<file path="src/rtl/pc_seq_pkg.sv">
// Shared types for the program-counter sequencer: FSM states, address type
// and the alignment mask used by the misaligned-branch check.
package pc_seq_pkg;

  typedef enum logic [1:0] {
    BOOT = 2'd0,
    RUN  = 2'd1,
    HALT = 2'd2
  } state_t;

  typedef logic [31:0] addr_t;

  localparam logic [1:0] ALIGN_MASK = 2'b11;

endpackage

</file>
<file path="src/rtl/pc_sequencer_pc_reg.sv">
// 32-bit program-counter register with load enable.
// Asynchronous active-low reset loads RESET_VECTOR.
module pc_reg
  import pc_seq_pkg::*;
#(
  parameter addr_t RESET_VECTOR = 32'h0000_0000
) (
  input  logic  clk,
  input  logic  reset,
  input  logic  en,
  input  addr_t d_in,
  output addr_t q_out
);

  // PC storage: only loads when the sequencer enables it
  always_ff @(posedge clk or negedge reset) begin
    if (!reset) begin
      q_out <= RESET_VECTOR;
    end else if (en) begin
      q_out <= d_in;
    end
  end

endmodule

</file>
<file path="src/rtl/pc_sequencer.sv">
// Program-counter sequencer: chooses the next PC (trap > branch > increment),
// offers the PC to fetch with a valid/ready handshake and supports halt/resume.
// Optional build macro PC_MISALIGN_TRAP_EN: a misaligned branch target in RUN
// is replaced by TRAP_VECTOR and raises the sticky misalign_err flag.
module pc_sequencer
  import pc_seq_pkg::*;
#(
  parameter addr_t RESET_VECTOR = 32'h0000_0000,
  parameter addr_t TRAP_VECTOR  = 32'h0000_0100,
  parameter addr_t PC_INC       = 32'd4
) (
  input  logic  clk,
  input  logic  reset,
  output logic  fetch_valid,
  input  logic  fetch_ready,
  output addr_t pc_out,
  input  logic  branch_valid,
  input  addr_t branch_target,
  input  logic  trap_req,
  input  logic  halt_req,
  output logic  halted,
  output logic  misalign_err
);

  state_t state_q;
  state_t state_d;
  addr_t  pc_d;
  logic   pc_en;
  logic   redirect;
`ifdef PC_MISALIGN_TRAP_EN
  logic   mis_set;
`endif

  assign fetch_valid = (state_q == RUN);
  assign halted      = (state_q == HALT);

  // State register
  always_ff @(posedge clk or negedge reset) begin
    if (!reset) begin
      state_q <= BOOT;
    end else begin
      state_q <= state_d;
    end
  end

  // Next-state and next-PC selection; the PC is only written through pc_en
  always_comb begin
    state_d  = state_q;
    pc_d     = pc_out;
    pc_en    = 1'b0;
    redirect = 1'b0;
`ifdef PC_MISALIGN_TRAP_EN
    mis_set  = 1'b0;
`endif
    case (state_q)
      BOOT: begin
        // One idle cycle after reset; all requests are ignored here.
        state_d = RUN;
      end
      RUN: begin
        if (trap_req) begin
          redirect = 1'b1;
          pc_en    = 1'b1;
          pc_d     = TRAP_VECTOR;
        end else if (branch_valid) begin
          redirect = 1'b1;
          pc_en    = 1'b1;
`ifdef PC_MISALIGN_TRAP_EN
          if ((branch_target[1:0] & ALIGN_MASK) != 2'b00) begin
            pc_d    = TRAP_VECTOR;
            mis_set = 1'b1;
          end else begin
            pc_d = branch_target;
          end
`else
          pc_d = branch_target;
`endif
        end else if (fetch_ready) begin
          // fetch_valid is 1 in RUN, so ready alone completes the handshake.
          pc_en = 1'b1;
          pc_d  = pc_out + PC_INC;
        end
        // Halt only once the current offer is consumed (accepted or flushed).
        if (halt_req && (fetch_ready || redirect)) begin
          state_d = HALT;
        end
      end
      HALT: begin
        if (trap_req) begin
          pc_en   = 1'b1;
          pc_d    = TRAP_VECTOR;
          state_d = RUN;
        end else if (!halt_req) begin
          state_d = RUN;
        end
      end
      default: begin
        state_d = BOOT;
      end
    endcase
  end

  pc_reg #(
    .RESET_VECTOR(RESET_VECTOR)
  ) u_pc_reg (
    .clk  (clk),
    .reset(reset),
    .en   (pc_en),
    .d_in (pc_d),
    .q_out(pc_out)
  );

`ifdef PC_MISALIGN_TRAP_EN
  // Sticky misalignment flag, cleared only by reset
  always_ff @(posedge clk or negedge reset) begin
    if (!reset) begin
      misalign_err <= 1'b0;
    end else if (mis_set) begin
      misalign_err <= 1'b1;
    end
  end
`else
  assign misalign_err = 1'b0;
`endif

endmodule

</file>
<file path="config.mk">
export PLATFORM = sky130hd
export DESIGN_NAME = pc_sequencer
export DESIGN_NICKNAME = d
export VERILOG_FILES = /design/src/rtl/pc_seq_pkg.sv /design/src/rtl/pc_sequencer_pc_reg.sv /design/src/rtl/pc_sequencer.sv
export SDC_FILE = /design/constraint.sdc
export NUM_CORES = 1
export LEC_CHECK = 0
export CAP_MARGIN = 10
export CORE_MARGIN = 5
export CORE_UTILIZATION = 30
export CTS_CLUSTER_DIAMETER = 100
export DETAILED_ROUTE_END_ITERATION = 10
export RECOVER_POWER = 25
export SYNTH_ARGS = -nofsm -noshare
export SYNTH_HDL_FRONTEND = slang
export SYNTH_SLANG_ARGS = --single-unit
</file>
<file path="constraint.sdc">
create_clock -name clk -period 1.78 [get_ports clk]
set_input_delay 0.178 -clock clk [delete_from_list [all_inputs] [get_ports clk]]
set_output_delay 0.178 -clock clk [all_outputs]
set_load 0.05 [all_outputs]
</file>
### Word-level counts from Yosys, hierarchy flattened

Index checks and enable logic that the tools add are counted.

* add/sub/neg operators: 1
* equal/unequal tests: 6
* mux-type cells: 17
* reduce and logical (&&, ||, !) cells: 6

Operator list (number)
* 32-bit two-way mux: 4
* 32-bit one-hot mux with 2 select lines: 1
* 32-bit by 3-bit adder with 32-bit output, second input constant: 1
* 1-bit two-way mux: 7
* 2-bit two-way mux: 3
* 2-bit one-hot mux with 3 select lines: 1
* 4-bit by 1-bit inequality test with 1-bit output, second input constant: 1
* 4-bit AND reduction: 1
* 3-bit inequality test, second input constant: 1
* 2-bit by 1-bit == test with 1-bit output, second input constant: 1
* 2-bit == test, second input constant: 1
* 2-bit logical NOT: 1
* 2-bit by 1-bit inequality test with 1-bit output, second input constant: 1
* 2-bit inequality test, second input constant: 1
* 1-bit one-hot mux with 2 select lines: 1
* 2-bit AND reduction: 1
* 2-bit nonzero test: 1
* 1-bit logical AND: 1
* 1-bit logical OR: 1

* flip-flop bits (word level): 34
* bits of input ports: 38
* output and inout port bits: 35
* logic and storage cells: 32

### Depth between registers and ports, before layout

Gate-level depths: netlist of the first run.

* depth after elaboration: 7
* mapped depth: 8
* gate-level depth less buffers: 7

### By module

From an unflattened synthesis of the first run, not the netlist that was laid out.

* cell total of the unflattened synthesis: 317
* area total of the unflattened synthesis: 2931.6 sq um

Modules (own cells, without submodules)
* pc_sequencer: instances 1, cells an instance 249, area an instance 1586.5 sq um, sequential area each 50.0 sq um
* pc_reg: instances 1, cells an instance 68, area an instance 1345.0 sq um, sequential area each 800.8 sq um

### Least setup slack after synthesis of the first run

OpenSTA, ideal clock, no wires.

* path kind: flip-flop to flip-flop
* start point: reg state_q[0]
* end point: reg u_pc_reg.q_out[23]
* setup time: 0.124 ns
* data arrival time: 2.134 ns
* required time: 1.656 ns
* setup slack: -0.478 ns
* cell stages (with the launch flop): 8
* path buffers: 1
* period minus slack after synthesis: 2.258 ns
* cell sequence: dfrtp_1 > inv_1 > ha_1 > and4bb_2 > nand3b_1 > clkbuf_1 > nor2_1 > a211o_1

* cells in the longest elaborated chain, start to end: 3
* elaborated cells between the ends (all ways): 8
* classes of those cells: 4 x eq/ne; 2 x mux; 2 x reduce/logical

RTL lines
* start, declared: RTL line pc_sequencer.sv:25 `state_t state_q;`
* start signal, assigned: RTL line pc_sequencer.sv:42 `state_q <= state_d;`
* 2-bit == test *
* via halted: RTL line pc_sequencer.sv:21 `output logic halted,`
* 1-bit one-hot mux with 2 select lines (tied with other cells): RTL line pc_sequencer.sv:55 `case (state_q)`
* 4-bit AND reduction (no source line)
* end signal, assigned: RTL line pc_sequencer_pc_reg.sv:20 `q_out <= d_in;`
* end, declared: RTL line pc_sequencer_pc_reg.sv:12 `output addr_t q_out`

Mark *: on every way through the listed nets, which the timed path passes. The rest lies on a longest branch.
A chain may end at the register's enable or synchronous reset.

### Worst setup path in the final report of the first run

* start point: reg state_q[1]
* end point: reg u_pc_reg.q_out[23]

* cells in the longest elaborated chain, start to end: 3
* elaborated cells between the ends (all ways): 8
* classes of those cells: 4 x eq/ne; 2 x mux; 2 x reduce/logical

RTL lines (RTL line)
* 2-bit by 1-bit == test with 1-bit output or 2-bit == test (tied branches): pc_sequencer.sv:55
* 4-bit by 1-bit inequality test with 1-bit output (no source line) (tied with other cells)
* 4-bit AND reduction (no source line)

Several ways; a longest one is shown, not always the timed one.

==> flow_summary_export.csv, run 1 <==
group,metric,value,unit
status,status,"finished with violations",
status,violations,"setup timing",
sta,fin_ws,-114.1,ps
synth,synth_top_area_share,37.78,%
clocking,cts-buffers-inserted,5,
route,drtIter0Drc,101,
route,ant_nets,0,
global_routing,grt_pass1_vias,2887,
clocking,hold_buffers,0,
die,core-area,7292,sq um
synth,syn_inst,275,
pwr,p_int,3.162,mW
clocking,cts-root-buf,"clkbuf_8",
final_layout,syn_to_final_growth,76.67,%
final_layout,seqCellArea,878.3,sq um
route,dr.pass1.iters,4,
clocking,clk_latency,290,ps
global_routing,grt_antenna_before_repair,0,
route,num_vias,2751,
setup_path,path_depth,7,
synth,synthArstFlopShare,100.0,%
clocking,clk_pin_slew,80,ps
pwr,p_switching,2.927,mW
die,ios,73,
synth,synthTopCellsByArea,"dfrtp_1 (38%), o21ai_0 (7.3%), nand2_1 (5.3%)",
setup_path,r2r-end,"u_pc_reg.q_out[23]",
setup_path,worst-endpoint-required,1960,ps
pwr,totalPowerFinal,6.090,mW
sta,max_clock_freq,527.9,MHz
setup_path,worstPathCellList,"buf_6, ha_4, nor2_1, o221ai_4, buf_12, a22o_1, a211o_1",
pwr,switching_share,48.07,%
final_layout,multiInputGateArea,1508,sq um
pwr,powerDensity,1531,nW/um^2
setup_path,critPathMaxStageDelay,420,ps
final_layout,nets,461,
final_layout,final_layout_size_suffix_gt1_share,41.67,%
min_path,min_path_type,"in -> reg",
sta,finalSetupTns,-772.1,ps
synth,seq_area_frac_synth,37.78,%
sta,relSlewSlack,41.23,%
route,vias_per_cell,5.301,
setup_path,reg2reg_setup_slack,-110,ps
global_routing,grt_max_degree,35,
synth,synth-seq-cells,34,
final_layout,n_fill_cell,702,
sta,skew,5.062,ps
route,drcViolationCount,0,
synth,avgSynthCellArea,8.190,sq um
setup_path,worstPathMaxFanout,7,
setup_path,critPathTopFamily,"compound AO/OA/AOI/OAI gates",
setup_path,worstSetupStartpoint,"state_q[1]",
synth,synth_largest_area_cell,"dfrtp_1",
setup_path,r2r_cells,7,
clocking,clockBufferDepth,2,
setup_path,critPathLaunchType,"flip-flop",
setup_path,crit_path_top_delay_cell,"dfrtp_1",
final_layout,n_antenna_cell,0,
synth,netlist_area,2252,sq um
die,die-area,9340,sq um
place,dp_hpwl,6.254,mm
route,wl_per_cell,16.21,microns
clocking,cts_tree,"built",
setup_path,rr_startpoint,"state_q[1]",
sta,maxSlewViolCount,0,
pwr,pwr-share-seq,22.3,%
sta,finalCritPeriodShare,106.4,%
clocking,h-tree-depth,2,
global_routing,grt_usage,17.39,%
pwr,peakVddDrop,0.0005485,V
final_layout,fin_util,54.56,%
die,fp.dieH,96.65,microns
run,drv_cap,0,
setup_path,critPathBufInv,2,
die,die_width,96.65,microns
min_path,hold_depth,3,
sta,finalSetupViolCount,15,
global_routing,grt_overflow,0,
pwr,clkPwrFrac,10.1,%
synth,ys_types,52,
sta,rsz0062_at_grt,"yes",
pwr,p_leak,1.729,nW
synth,yosys_warnings,0,
pwr,combPwrFrac,67.5,%
synth,synth-edff-count,0,
synth,syn_nets,317,
die,row_count,31,
global_routing,grt_first_pass_wirelength,13.79,mm
clocking,cts.sinks,34,
route,wirelength,8.413,mm
sta,fin_crit,1894,ps
setup_path,crit_path_end,"u_pc_reg.q_out[23]",
die,initial_core_util,30.89,%
synth,synthFlopType,"dfrtp_1",
setup_path,arrival,2070,ps
place,port_buffers,71,
place,place_congestion,0.8638,
setup_path,cp-end-kind,"flip-flop",
setup_path,crit_type,"reg -> reg",
sta,final_hold_viol_count,0,
sta,worstMarginPinSlew,881.6,ps
==> layout by cell type, fill, tap and decap left out, types with 5 or more instances in the layout <==
master / n
clkbuf_8: 6
a21oi_1: 13
nor4_1: 5
and3_1: 6
nand2_1: 29
o311ai_1: 6
a21oi_2: 6
buf_12: 5
nand4_1: 7
dfrtp_1: 12
buf_4: 92
nor2_1: 22
nor3_1: 5
nand3_1: 17
o21ai_0: 7
dfrtp_2: 22
o21ai_1: 23
clkdlybuf4s50_1: 41
buf_6: 6
==> sequential cells by signal, summed over array words and instances, names as in the netlist <==
| signal | count |
|---|---|
| u_pc_reg.q_out | 32 |
| state_q | 2 |
==> power groups by stage <==
stage	sequential [mW]	clock, mW	combinational [mW]
after CTS	1.37	0.624	3.78
after detailed placement	1.38	0	3.68
after global routing	1.41	0.658	4.36
final	1.36	0.618	4.11
after global placement	1.37	0	3.64
after floorplan	2.47	0	1.01
==> through the flow <==
stage / area (sq um) / worst slack, ps / hold WS [ps] / cells
5_1_grt: 3979 / -220.8 / 435.1 / 519
4_1_cts: 3775 / -85.14 / 319.6 / 510
2_1_floorplan: 2396 / -165.8 / -117.6 / 275
6_report: 3979 / -114.1 / 434.8 / 519
3_5_place_dp: 3597 / -217.6 / 491.4 / 496
3_3_place_gp: 3597 / -132.6 / 488.8 / 496
==> area by class of cell <==
cell class	instances	area share, %
clock buffers	7	2.170
repair buffers	151	34.06
well taps	99	3.113
clock inverters	1	0.1258
flip-flops and latches	34	22.08
inverters	6	0.5660
multi-input cells	221	37.89
==> timing repair <==
| item | in CTS | in global routing |
|---|---|---|
| gates cloned | 0 | 1 |
| buffers inserted | 6 | 9 |
| endpoints found under the setup margin | 22 | 36 |
| gates resized for setup | 12 | 28 |
| pin swaps | 4 | 15 |
==> logic make-up after synthesis <==
| family | after synthesis | synth area share (%) |
|---|---|---|
| AND/OR/NAND/NOR | 121 | 28.72 |
| AO/OA/AOI/OAI | 92 | 26.17 |
| flip-flops | 34 | 37.78 |
| buffers and inverters | 20 | 3.555 |
| adder cells (fa/ha/maj) | 4 | 2.222 |
| multiplexers | 3 | 1.389 |
| other | 1 | 0.1665 |
==> tightest hold or removal path, cell delays in order <==
cell             delay, ps
clkdlybuf4s50_1        400
nand2_1                 60
nand3_1                 50
==> worst min path at each step <==
| stage | from | to | slack (ps) |
|---|---|---|---|
| 2_1_floorplan | reset | state_q[0] | -120 |
| 3_3_place_gp | u_pc_reg.q_out[0] | u_pc_reg.q_out[0] | 490 |
| 3_5_place_dp | u_pc_reg.q_out[1] | u_pc_reg.q_out[1] | 490 |
| 4_1_cts | reset | u_pc_reg.q_out[1] | 320 |
| 5_1_grt | branch_target[27] | u_pc_reg.q_out[27] | 440 |
| 6_report | branch_target[27] | u_pc_reg.q_out[27] | 430 |
==> routing by layer <==
metal / up-vias / global-route usage (%) / wire (microns)
met5: - / 0 / 0
met3: 14 / 4.245 / 404
met1: 1325 / 21.30 / 3757
li1: 1336 / - / -
met4: 0 / 5.940 / 146
met2: 76 / 29.72 / 4105
==> cells in the mapped netlist (all sizes together) (2+ instances only) <==
| cell type | count |
|---|---|
| clkbuf | 12 |
| a32oi | 3 |
| nand3 | 19 |
| o22ai | 2 |
| and2 | 4 |
| a41oi | 3 |
| dfrtp | 34 |
| nand2 | 32 |
| ha | 4 |
| nor3 | 8 |
| buf | 2 |
| inv | 6 |
| mux2i | 2 |
| o21ai | 34 |
| nor2 | 23 |
| o311ai | 6 |
| a22oi | 2 |
| a31oi | 4 |
| o2bb2ai | 3 |
| a22o | 3 |
| nor4 | 9 |
| a221o | 3 |
| o211ai | 4 |
| a21oi | 19 |
| nand4 | 8 |
| and3 | 7 |
| and4 | 2 |
Note: power is estimated with default switching activity, not from simulation.
==> run 2, diff against run 1 <==
Settings changed: SKIP_CTS_REPAIR_TIMING set to 1.
==> run 2 against run 1 <==
Sequential share of layout area up 0.78 points. First-iteration DRC count down 17%. Largest power group unchanged. Critical path type unchanged. Hold slack about the same. Worst setup slack worse by 9.7 ps. The flow still finishes with violations (setup timing). Register-to-register slack about the same. Clock skew up 1.1 ps. Die area unchanged. Via count down 2.4%.
==> flow_summary_export.csv, run 2 (same netlist as run 1, synthesis figures left out) <==
group,metric,value,unit
setup_path,critPathLaunchType,"flip-flop",
sta,worstMarginPinSlew,874.8,ps
place,dp_hpwl,6.254,mm
run,drv_cap,0,
die,row_count,31,
min_path,min_path_type,"in -> reg",
sta,finalCritPeriodShare,107.0,%
final_layout,nets,454,
global_routing,grt_overflow,0,
final_layout,final_layout_size_suffix_gt1_share,39.23,%
setup_path,cp-end-kind,"flip-flop",
sta,max_clock_freq,525.3,MHz
setup_path,rr_startpoint,"state_q[1]",
clocking,cts-buffers-inserted,5,
route,num_vias,2684,
die,die-area,9340,sq um
sta,rsz0062_at_grt,"yes",
route,top_layer,"met4",
final_layout,fin_util,52.71,%
setup_path,crit_type,"reg -> reg",
global_routing,grt_antenna_before_repair,0,
die,ios,73,
global_routing,grt_pass1_vias,2824,
route,drcViolationCount,0,
clocking,clk_latency,290,ps
place,port_buffers,71,
clocking,clockBufferDepth,2,
final_layout,final_common_cell,"buf_4",
final_layout,n_antenna_cell,0,
global_routing,grt_max_degree,35,
sta,fin_ws,-123.8,ps
sta,skew,6.203,ps
route,ant_nets,0,
route,wl_per_cell,16.11,microns
clocking,cts_tree,"built",
route,wl_met3,390,microns
die,die_width,96.65,microns
clocking,cts-root-buf,"clkbuf_8",
route,m1WireLength,3.669,mm
global_routing,grt_usage,17.28,%
sta,relSlewSlack,41.68,%
clocking,h-tree-depth,2,
route,dr.pass1.iters,4,
pwr,p_leak,1.680,nW
pwr,peakVddDrop,0.0005441,V
die,fp.dieH,96.65,microns
final_layout,largest_register_ffs,32,
final_layout,syn_to_final_growth,70.67,%
setup_path,worstSetupStartpoint,"state_q[1]",
final_layout,multiInputGateArea,1471,sq um
final_layout,final_cell_mix,"buf_4 (90), clkdlybuf4s50_1 (41), nand2_1 (31)",
pwr,powerDensity,1501,nW/um^2
sta,finalSetupTns,-730.2,ps
global_routing,grt_first_pass_wirelength,13.68,mm
setup_path,r2r-end,"u_pc_reg.q_out[17]",
pwr,totalPowerFinal,5.768,mW
sta,fin_crit,1904,ps
sta,maxSlewViolCount,0,
sta,holdWs,434.6,ps
setup_path,worstPathMaxFanout,6,
route,wirelength,8.247,mm
setup_path,reg2reg_setup_slack,-120,ps
final_layout,seqCellArea,878.3,sq um
status,status,"finished with violations",
die,initial_core_util,30.89,%
final_layout,n_fill_cell,710,
route,vias_per_cell,5.242,
route,drtIter0Drc,84,
setup_path,worst-endpoint-required,1960,ps
setup_path,r2r_cells,8,
setup_path,crit_path_end,"u_pc_reg.q_out[17]",
final_layout,regMostFlops,"u_pc_reg.q_out",
status,violations,"setup timing",
clocking,clk_pin_slew,80,ps
clocking,cts.sinks,34,
route,wl_met2,4.083,mm
sta,final_hold_viol_count,0,
place,place_congestion,0.8638,
setup_path,arrival,2080,ps
die,core-area,7292,sq um
final_layout,top_regs,"u_pc_reg.q_out: 32 flops, state_q: 2 flops",
sta,finalSetupViolCount,13,
run 2: worst min-delay path by stage:
stage | startpoint | endpoint | slack (ps) | cells past startpoint
after floorplan | reset | state_q[0] | -120 | 0
after CTS | reset | u_pc_reg.q_out[1] | 320 | 2
final | branch_target[27] | u_pc_reg.q_out[27] | 430 | 3
after detailed placement | u_pc_reg.q_out[1] | u_pc_reg.q_out[1] | 490 | 1
after global routing | branch_target[27] | u_pc_reg.q_out[27] | 430 | 3
after global placement | u_pc_reg.q_out[0] | u_pc_reg.q_out[0] | 490 | 1
run 2: per-layer routing:
metal,track usage (%),vias to the layer above
met5,0,-
met4,6.048,0
met3,4.245,11
met2,29.25,70
met1,21.34,1284
li1,-,1319
run 2: where the power goes:
part	switching, mW	internal (mW)
sequential	0.255	1.11
combinational	2.27	1.52
clock	0.305	0.313
run 2: critical path, stage by stage, from the launching register on:
cell and delay (ps):
dfrtp_1 400, inv_2 100, ha_4 210, and4bb_2 250, and3b_2 270, buf_6 130
o21ai_2 40, nand2_1 60, a221o_1 320
run 2: metrics by stage:
| step | cells | worst slack, ps | instance area [sq um] |
|---|---|---|---|
| 4_1_cts | 504 | -236.3 | 3689 |
| 3_3_place_gp | 496 | -132.6 | 3597 |
| 5_1_grt | 512 | -192.8 | 3844 |
| 2_1_floorplan | 275 | -165.8 | 2396 |
| 6_report | 512 | -123.8 | 3844 |
| 3_5_place_dp | 496 | -217.6 | 3597 |
run 2: area by class of cell:
cell class | instances | share of cell area, %
Clock inverter | 1 | 0.1302
Sequential cell | 34 | 22.85
Tap cell | 99 | 3.223
Clock buffer | 7 | 2.246
Multi-Input combinational cell | 221 | 38.28
Timing Repair Buffer | 144 | 32.68
Inverter | 6 | 0.5859
==> run 3, diff against run 2 <==
Clock period 1.78 ns to 2.25 ns, I/O delays scaled along.
==> run 3 against run 2 <==
The flow now finishes without violations. Global-route usage down 1.1 points. Clock-buffer cell count did not move. Final area down 14%.
==> flow_summary_export.csv, run 3 (same netlist as run 1, synthesis figures left out) <==
group,metric,value,unit
clocking,cts.sinks,34,
sta,holdWs,481.4,ps
sta,maxSlewViolCount,0,
clocking,clk_latency,290,ps
global_routing,grt_antenna_before_repair,0,
sta,relSlewSlack,39.41,%
route,wirelength,7.391,mm
die,row_count,31,
sta,finalSetupTns,0,ps
pwr,p_leak,1.290,nW
clocking,clk_pin_slew,70,ps
die,ios,73,
pwr,totalPowerFinal,4.062,mW
die,fp.dieH,96.65,microns
die,die-area,9340,sq um
setup_path,crit_path_top_delay_cell,"nor2_1",
setup_path,worstPathMaxFanout,7,
min_path,holdPathEnd,"u_pc_reg.q_out[27]",
place,port_buffers,71,
sta,skew,10.13,ps
final_layout,final_layout_size_suffix_gt1_share,9.497,%
die,core-area,7292,sq um
final_layout,final_cell_mix,"clkdlybuf4s50_1 (70), dfrtp_1 (34), o21ai_0 (33)",
clocking,clockBufferDepth,2,
die,initial_core_util,30.89,%
global_routing,grt_overflow,0,
setup_path,reg2reg_setup_slack,130,ps
setup_path,arrival,2270,ps
sta,fin_crit,2116,ps
clocking,cts_tree,"built",
place,place_congestion,0.8821,
pwr,powerDensity,1232,nW/um^2
setup_path,r2r-end,"u_pc_reg.q_out[30]",
pwr,peakVddDrop,0.0004411,V
global_routing,grt_usage,16.19,%
setup_path,critPathLaunchType,"flip-flop",
sta,rsz0062_at_grt,"no",
status,status,"complete, no violations",
final_layout,largest_register_ffs,32,
route,num_vias,2448,
route,wl_per_cell,16.17,microns
clocking,h-tree-depth,2,
run,drv_cap,0,
min_path,hold_depth,3,
route,dr.pass1.iters,4,
route,vias_per_cell,5.357,
sta,max_clock_freq,472.5,MHz
final_layout,n_antenna_cell,0,
setup_path,rr_startpoint,"u_pc_reg.q_out[2]",
setup_path,worst-endpoint-required,2400,ps
setup_path,critPathBufInv,0,
final_layout,nets,399,
min_path,hold_start,"branch_target[27]",
setup_path,cp-end-kind,"flip-flop",
setup_path,critPathTopFamily,"simple AND/OR/NAND/NOR gates",
sta,finalCritPeriodShare,94.05,%
route,ant_nets,0,
setup_path,worstPathCellList,"ha_1, nand3_1, nor2_1, a41oi_1, o21ai_0, o311ai_0",
sta,final_hold_viol_count,0,
global_routing,grt_pass1_vias,2506,
setup_path,r2r_cells,6,
sta,finalSetupViolCount,0,
clocking,cts-root-buf,"clkbuf_8",
route,drcViolationCount,0,
global_routing,grt_max_degree,35,
place,dp_hpwl,5.428,mm
final_layout,syn_to_final_growth,46.39,%
final_layout,regMostFlops,"u_pc_reg.q_out",
setup_path,crit_type,"reg -> reg",
sta,worstMarginPinSlew,908.9,ps
route,drtIter0Drc,138,
min_path,min_path_type,"in -> reg",
die,die_width,96.65,microns
final_layout,top_regs,"u_pc_reg.q_out: 32 flops, state_q: 2 flops",
global_routing,grt_first_pass_wirelength,12.72,mm
setup_path,critPathMaxStageDelay,480,ps
final_layout,final_common_cell,"clkdlybuf4s50_1",
clocking,cts-buffers-inserted,5,
==> run 3: power by group <==
group | leakage (nW) | internal [mW] | switching [mW]
logic | 0.785 | 0.840 | 1.48
registers | 0.453 | 0.853 | 0.329
clock network | 0.0524 | 0.332 | 0.231
total | 1.29 | 2.02 | 2.04
==> run 3: worst max path at each step <==
stage                     cells past startpoint         startpoint  slack, ps                 end
after floorplan                               8         state_q[1]         20  u_pc_reg.q_out[19]
after global placement                        5           trap_req        190  u_pc_reg.q_out[28]
after detailed placement                      6         state_q[1]         30  u_pc_reg.q_out[30]
after CTS                                     6         state_q[1]         30  u_pc_reg.q_out[30]
after global routing                          6  u_pc_reg.q_out[2]         20  u_pc_reg.q_out[30]
final                                         6  u_pc_reg.q_out[2]        130  u_pc_reg.q_out[30]
==> run 3: per-layer routing <==
metal	vias to the layer above	part of all wire (%)	global-route usage [%]
met5	-	0	0
li1	1206	-	-
met1	1149	46	21.72
met3	9	6.3	4.460
met4	0	1.6	4.536
met2	84	46	25.53
==> run 3: worst min-delay path, stage by stage <==
cell	delay (ps)
clkdlybuf4s50_1	400
nand2_1	60
nand3_1	50
==> run 3: per-stage QoR <==
step	utilization (%)	area, sq um	setup slack, ps	std cells
final	45.21	3297	133.8	457
after global routing	45.21	3297	16.68	457
after CTS	45.23	3298	33.39	457
after detailed placement	43.77	3192	27.51	449
after global placement	43.77	3192	193.9	449
after floorplan	-	2255	19.43	275
==> run 3: cell type report <==
class,count,area [sq um]
timing repair buffer,89,868.3
sequential,34,850.8
inverter,6,22.52
clock buffer,7,76.32
multi-input combinational,221,1325
tap,99,123.9
clock inverter,1,30.03
fill,756,3995
